$ cat src/rtl/video_to_fifo_ctrl.sv
// Video capture packer: packs 24-bit RGB pixels into FIFO words and raises one
// AXI write-burst request per active line, with sticky timing-error flags.
module video_to_fifo_ctrl #(
  parameter logic [11:0] H_DISP          = 12'd1920,
  parameter logic [11:0] V_DISP          = 12'd1080,
  parameter int          AXI4_DATA_WIDTH = 128
) (
  input  logic                       video_clk,
  input  logic                       video_rst_n,
  input  logic                       video_vs_in,
  input  logic                       video_hs_in,
  input  logic                       video_de_in,
  input  logic [23:0]                video_data_in,
  output logic [AXI4_DATA_WIDTH-1:0] fifo_data_out,
  output logic                       fifo_wr_en,
  output logic                       AXI_FULL_BURST_VALID,
  input  logic                       AXI_FULL_BURST_READY,
  output logic                       frame_start,
  output logic [11:0]                line_cnt,
  input  logic                       err_clear,
  output logic                       err_line_len,
  output logic                       err_burst_ovr
);

  localparam int PPW = AXI4_DATA_WIDTH / 32;
  localparam int SW  = (PPW > 1) ? $clog2(PPW) : 1;

  typedef enum logic {S_WAIT_VS, S_ACTIVE} state_t;

  state_t                     state_q, state_d;
  logic                       vs_d1_q, de_d1_q;
  logic [SW-1:0]              shift_cnt_q, shift_cnt_d;
  logic [11:0]                x_cnt_q, x_cnt_d;
  logic [11:0]                line_cnt_q, line_cnt_d;
  logic [AXI4_DATA_WIDTH-1:0] acc_q, acc_d;
  logic [AXI4_DATA_WIDTH-1:0] fifo_data_q, fifo_data_d;
  logic                       wr_en_q, wr_en_d;
  logic                       valid_q, valid_d;
  logic                       frame_start_q, frame_start_d;
  logic                       err_len_q, err_len_d;
  logic                       err_ovr_q, err_ovr_d;
  logic                       vs_fall, de_fall, burst_set, len_err_set, ovr_set;

  assign vs_fall = vs_d1_q & ~video_vs_in;
  assign de_fall = de_d1_q & ~video_de_in;

  always_comb begin
    state_d       = state_q;
    shift_cnt_d   = shift_cnt_q;
    x_cnt_d       = x_cnt_q;
    line_cnt_d    = line_cnt_q;
    acc_d         = acc_q;
    fifo_data_d   = fifo_data_q;
    wr_en_d       = 1'b0;
    frame_start_d = 1'b0;
    burst_set     = 1'b0;
    len_err_set   = 1'b0;

    // A vs fall always restarts the frame, dropping any partial word.
    if (vs_fall) begin
      state_d       = S_ACTIVE;
      line_cnt_d    = '0;
      x_cnt_d       = '0;
      shift_cnt_d   = '0;
      acc_d         = '0;
      frame_start_d = 1'b1;
    end else if (state_q == S_ACTIVE) begin
      if (video_de_in) begin
        for (int l = 0; l < PPW; l++) begin
          if (shift_cnt_q == SW'(l)) begin
            acc_d[AXI4_DATA_WIDTH-32*(l+1) +: 32] = {8'd0, video_data_in};
          end
        end
        if (x_cnt_q != 12'hFFF) x_cnt_d = x_cnt_q + 12'd1;
        if (shift_cnt_q == SW'(PPW-1)) begin
          fifo_data_d = acc_d;
          wr_en_d     = 1'b1;
          acc_d       = '0;
          shift_cnt_d = '0;
        end else begin
          shift_cnt_d = shift_cnt_q + SW'(1);
        end
      end else if (de_fall) begin
        if (shift_cnt_q != '0) begin
          fifo_data_d = acc_q;
          wr_en_d     = 1'b1;
          len_err_set = 1'b1;
          shift_cnt_d = '0;
          acc_d       = '0;
        end
        if (x_cnt_q != H_DISP) len_err_set = 1'b1;
        x_cnt_d    = '0;
        line_cnt_d = line_cnt_q + 12'd1;
        burst_set  = 1'b1;
        if (line_cnt_q + 12'd1 == V_DISP) state_d = S_WAIT_VS;
      end
    end

    // Request set beats the handshake clear; a set on a stalled request is an overrun.
    ovr_set = burst_set & valid_q & ~AXI_FULL_BURST_READY;
    if (burst_set)                          valid_d = 1'b1;
    else if (valid_q && AXI_FULL_BURST_READY) valid_d = 1'b0;
    else                                    valid_d = valid_q;

    if (len_err_set)    err_len_d = 1'b1;
    else if (err_clear) err_len_d = 1'b0;
    else                err_len_d = err_len_q;

    if (ovr_set)        err_ovr_d = 1'b1;
    else if (err_clear) err_ovr_d = 1'b0;
    else                err_ovr_d = err_ovr_q;
  end

  always_ff @(posedge video_clk or negedge video_rst_n) begin
    if (!video_rst_n) begin
      state_q       <= S_WAIT_VS;
      vs_d1_q       <= 1'b0;
      de_d1_q       <= 1'b0;
      shift_cnt_q   <= '0;
      x_cnt_q       <= '0;
      line_cnt_q    <= '0;
      acc_q         <= '0;
      fifo_data_q   <= '0;
      wr_en_q       <= 1'b0;
      valid_q       <= 1'b0;
      frame_start_q <= 1'b0;
      err_len_q     <= 1'b0;
      err_ovr_q     <= 1'b0;
    end else begin
      state_q       <= state_d;
      vs_d1_q       <= video_vs_in;
      de_d1_q       <= video_de_in;
      shift_cnt_q   <= shift_cnt_d;
      x_cnt_q       <= x_cnt_d;
      line_cnt_q    <= line_cnt_d;
      acc_q         <= acc_d;
      fifo_data_q   <= fifo_data_d;
      wr_en_q       <= wr_en_d;
      valid_q       <= valid_d;
      frame_start_q <= frame_start_d;
      err_len_q     <= err_len_d;
      err_ovr_q     <= err_ovr_d;
    end
  end

  assign fifo_data_out        = fifo_data_q;
  assign fifo_wr_en           = wr_en_q;
  assign AXI_FULL_BURST_VALID = valid_q;
  assign frame_start          = frame_start_q;
  assign line_cnt             = line_cnt_q;
  assign err_line_len         = err_len_q;
  assign err_burst_ovr        = err_ovr_q;

  logic unused_hs;
  assign unused_hs = video_hs_in;

endmodule

$ cat config.mk
export PLATFORM = sky130hd
export DESIGN_NAME = video_to_fifo_ctrl
export DESIGN_NICKNAME = d
export VERILOG_FILES = /design/src/rtl/video_to_fifo_ctrl.sv
export SDC_FILE = /design/constraint.sdc
export NUM_CORES = 1
export LEC_CHECK = 0
export CAP_MARGIN = 20
export CORE_ASPECT_RATIO = 0.7
export CORE_MARGIN = 1
export CORE_UTILIZATION = 45
export CTS_BUF_LIST = sky130_fd_sc_hd__clkbuf_4 sky130_fd_sc_hd__clkbuf_8
export DETAILED_ROUTE_END_ITERATION = 16
export PLACE_DENSITY = 0.67
export SYNTH_ARGS = -nofsm -noshare
export SYNTH_HDL_FRONTEND = slang
export SYNTH_SLANG_ARGS = --single-unit
$ cat constraint.sdc
create_clock -name video_clk -period 1.9 [get_ports video_clk]
set_input_delay 0.475 -clock video_clk [delete_from_list [all_inputs] [get_ports video_clk]]
set_output_delay 0.475 -clock video_clk [all_outputs]
set_load 0.05 [all_outputs]
==> results of run 1 <==
logic make-up after synthesis:
family | synth area share, %
simple gates | 13.88
mux | 13.70
compound gates | 7.776
buf+inv | 4.141
fa+ha+maj | 0.7088
xor+xnor | 1.063
flops | 58.73
worst paths after layout:
check                                from           endpoint  slack [ns]  cells after the start
max                        shift_cnt_q[1]          acc_q[39]       0.006                     10
min                           video_vs_in            vs_d1_q        0.36                      1
max reg2reg                shift_cnt_q[1]          acc_q[39]       0.006                     10
min reg2reg                   x_cnt_q[10]        x_cnt_q[10]        0.48                      1
max in group asynchronous     video_rst_n          acc_q[48]        0.82                      3
min in group asynchronous     video_rst_n  fifo_data_out[90]        0.39                      2
area by class of cell:
type	instances	area share, %
Clock buffer	73	5.687
Clock inverter	5	0.3304
Inverter	12	0.2832
Multi-Input combinational cell	743	29.26
Sequential cell	290	45.62
Tap cell	364	2.863
Timing Repair Buffer	262	15.95
metal layers:
metal	vias to the layer above	GRT usage (%)	wire (um)
li1	4237	-	-
met1	4254	31.90	15030
met2	188	30.67	13210
met3	42	5.311	1683
met4	0	5.946	556
met5	-	0	0
sequential cells by signal, summed over array words and instances (netlist names):
register,flops
err_burst_ovr,1
acc_q,128
vs_d1_q,1
shift_cnt_q,2
line_cnt,12
fifo_wr_en,1
x_cnt_q,12
fifo_data_out,128
err_line_len,1
state_q,1
frame_start,1
de_d1_q,1
AXI_FULL_BURST_VALID,1
power by group through the flow:
| stage | clock [mW] | combinational, mW | sequential, mW |
|---|---|---|---|
| after global placement | 0 | 7.09 | 7.82 |
| after floorplan | 0 | 2.37 | 10.2 |
| after CTS | 5.72 | 7.31 | 7.75 |
| after global routing | 6.00 | 7.90 | 7.87 |
| after detailed placement | 0 | 7.17 | 7.85 |
| final | 5.57 | 7.45 | 7.75 |
metrics by stage:
| step | util (%) | hold slack (ns) | setup WS (ns) | power [mW] |
|---|---|---|---|---|
| after floorplan | - | 0.1794 | 0.001325 | 12.55 |
| after global placement | 54.41 | 0.3901 | -0.3589 | 14.91 |
| after detailed placement | 54.41 | 0.3942 | -0.4052 | 15.02 |
| after CTS | 58.43 | 0.3251 | -0.02380 | 20.78 |
| after global routing | 59.27 | 0.3712 | -0.08494 | 21.77 |
| final | 59.27 | 0.3613 | 0.006404 | 20.77 |
cell usage in the layout (no fill, tap or decap), drive strengths merged, types with 4 or more instances in the layout:
cell / instances
dfrtp: 290
buf: 228
nand2: 183
mux2i: 168
o21ai: 145
nor2: 98
clkbuf: 78
nor2b: 59
clkdlybuf4s50: 28
inv: 12
xnor2: 9
nand3: 9
nand4: 8
ha: 7
xor2: 6
nor3: 5
nor4: 5
nand2b: 5
o31ai: 4
and3: 4
o31a: 4
timing repair:
item / in CTS / in global routing
hold buffers: 1 / 0
setup endpoints to repair: 103 / 153
buffers inserted: 7 / 10
pin swaps: 4 / 9
cloned: 2 / 5
resized for setup: 5 / 16
endpoints found under the hold margin: 33 / 0
==> results_dict.tcl, run 1 <==
set metrics [dict create \
    yosys.area.top_type_share_pct 58.73 \
    syn-instance-count 1110 \
    max-slew-margin-rel_pct 69.63 \
    stdcell_count 1749 \
    area_growth_pct 28.73 \
    yosys-top-cells-area "dfrtp_1, mux2i_1, nand2_1, o21ai_1, nor2_1" \
    layout.nets 1392 \
    overflow 0 \
    p_comb_share_pct 35.9 \
    rows 50 \
    synth_edf_count 0 \
    ys_seq_area_share_pct 58.73 \
    synthFlopType "dfrtp_1" \
    critPathSlowestCell "dfrtp_1" \
    placedCellCount 1650 \
    yosysTopAreaCell "dfrtp_1" \
    track_usage_pct 21.34 \
    synthArstFlopShare_pct 100.0 \
    required_ns 2.35 \
    synth_area_mm2 0.01236 \
    routedWlPerCell_um 17.43 \
    crit_arrival_ns 2.34 \
    intPower_mw 12.93 \
    yosys_warnings 0 \
    die_area_mm2 0.02814 \
    cp_top_family "buffers and inverters" \
    syn_area_per_cell_um2 11.13 \
    num_io_pins 176 \
    path_class "flop to flop" \
    die_w_um 200.1 \
    cp_max_fo 7 \
    regArea_mm2 0.007257 \
    cts_tree "done" \
    cp-start-kind "flop" \
    drv_cap 0 \
    antenna_left 0 \
    die_h_um 140.6 \
    p_clk_share_pct 26.8 \
    crit_path_max_incr_delay_ns 0.38 \
    cts.clk_slew.worst_paths_ns 0.07 \
    worstPathCellList "inv_2, ha_4, buf_6, nor2b_4, o21ai_4, a21boi_4, buf_12, buf_16, mux2i_1, nor2_1" \
    period_minus_slack_ns 1.894 \
    fmax_mhz 528.1 \
    p_switching_mw 7.839 \
    cp.buffers_inverters 4 \
    cts.sinks 290 \
    worst_pin_slew_ns 0.4542 \
    power_density_mw_per_mm2 1306 \
    antenna_found_initial 0 \
    io_buffers 174 \
    end_kind "flop" \
    finalHoldViolations 0 \
    p_leak_nw 8.009 \
    skew_ns 0.02780 \
    multi_input_area_mm2 0.004654 \
    final-setup-viol-count 0 \
    post-route-period-util_pct 99.66 \
    cts_inserted_buffers 45 \
    dp_hpwl_um 19350 \
    clk_latency_ns 0.58 \
    h-tree-depth 2 \
    cts_buffer_depth 3 \
    drc 0 \
    grt_pass1_wl_um 46880 \
    placed_area_mm2 0.01460 \
    core_mm2 0.02684 \
    grt_pass1_vias 8501 \
    seq_power_share_pct 37.3 \
    final.fill_count 2279 \
    final_area_mm2 0.01591 \
    dr.pass1.iters 4 \
    synthTopCellsByCount "dfrtp_1, nand2_1, mux2i_1, o21ai_1, nor2_1" \
    num_vias 8721 \
    tns_ns 0 \
    gp_congestion 0.8063 \
    wl_um 30480 \
    grt_start_max_net_pins 64 \
    synth_seq_cells 290 \
    drive_gt1_share_pct 24.12 \
    yosysUniqueCellTypes 50 \
    switching_share_pct 37.75 \
    peakVddDrop_v 0.0006667 \
    via_per_inst 4.986 \
    hold_path.class "primary input to flop" \
    diodes 0 \
    rsz0062_at_grt "true" \
    finalMaxSlewViolations 0 \
    cts_root_buffer "clkbuf_8" \
    status "finished clean" \
    syn_nets 1148 \
    synthMostInstantiatedCell "dfrtp_1" \
    initial_core_util_pct 46.04 \
    drt_iter0_markers 401 \
]
Note: power is estimated with default switching activity, not from simulation.
==> run 2: changes to the inputs <==
Settings changed: SLEW_MARGIN set to 10.
==> results of run 2 <==
Same layout as run 1: the final DEF is identical, and so are final timing and power.
==> run 3: changes to the inputs <==
Settings changed: SLEW_MARGIN 10 to 20.
==> results of run 3 <==
Same layout as run 1: the final DEF is identical, and so are final timing and power.
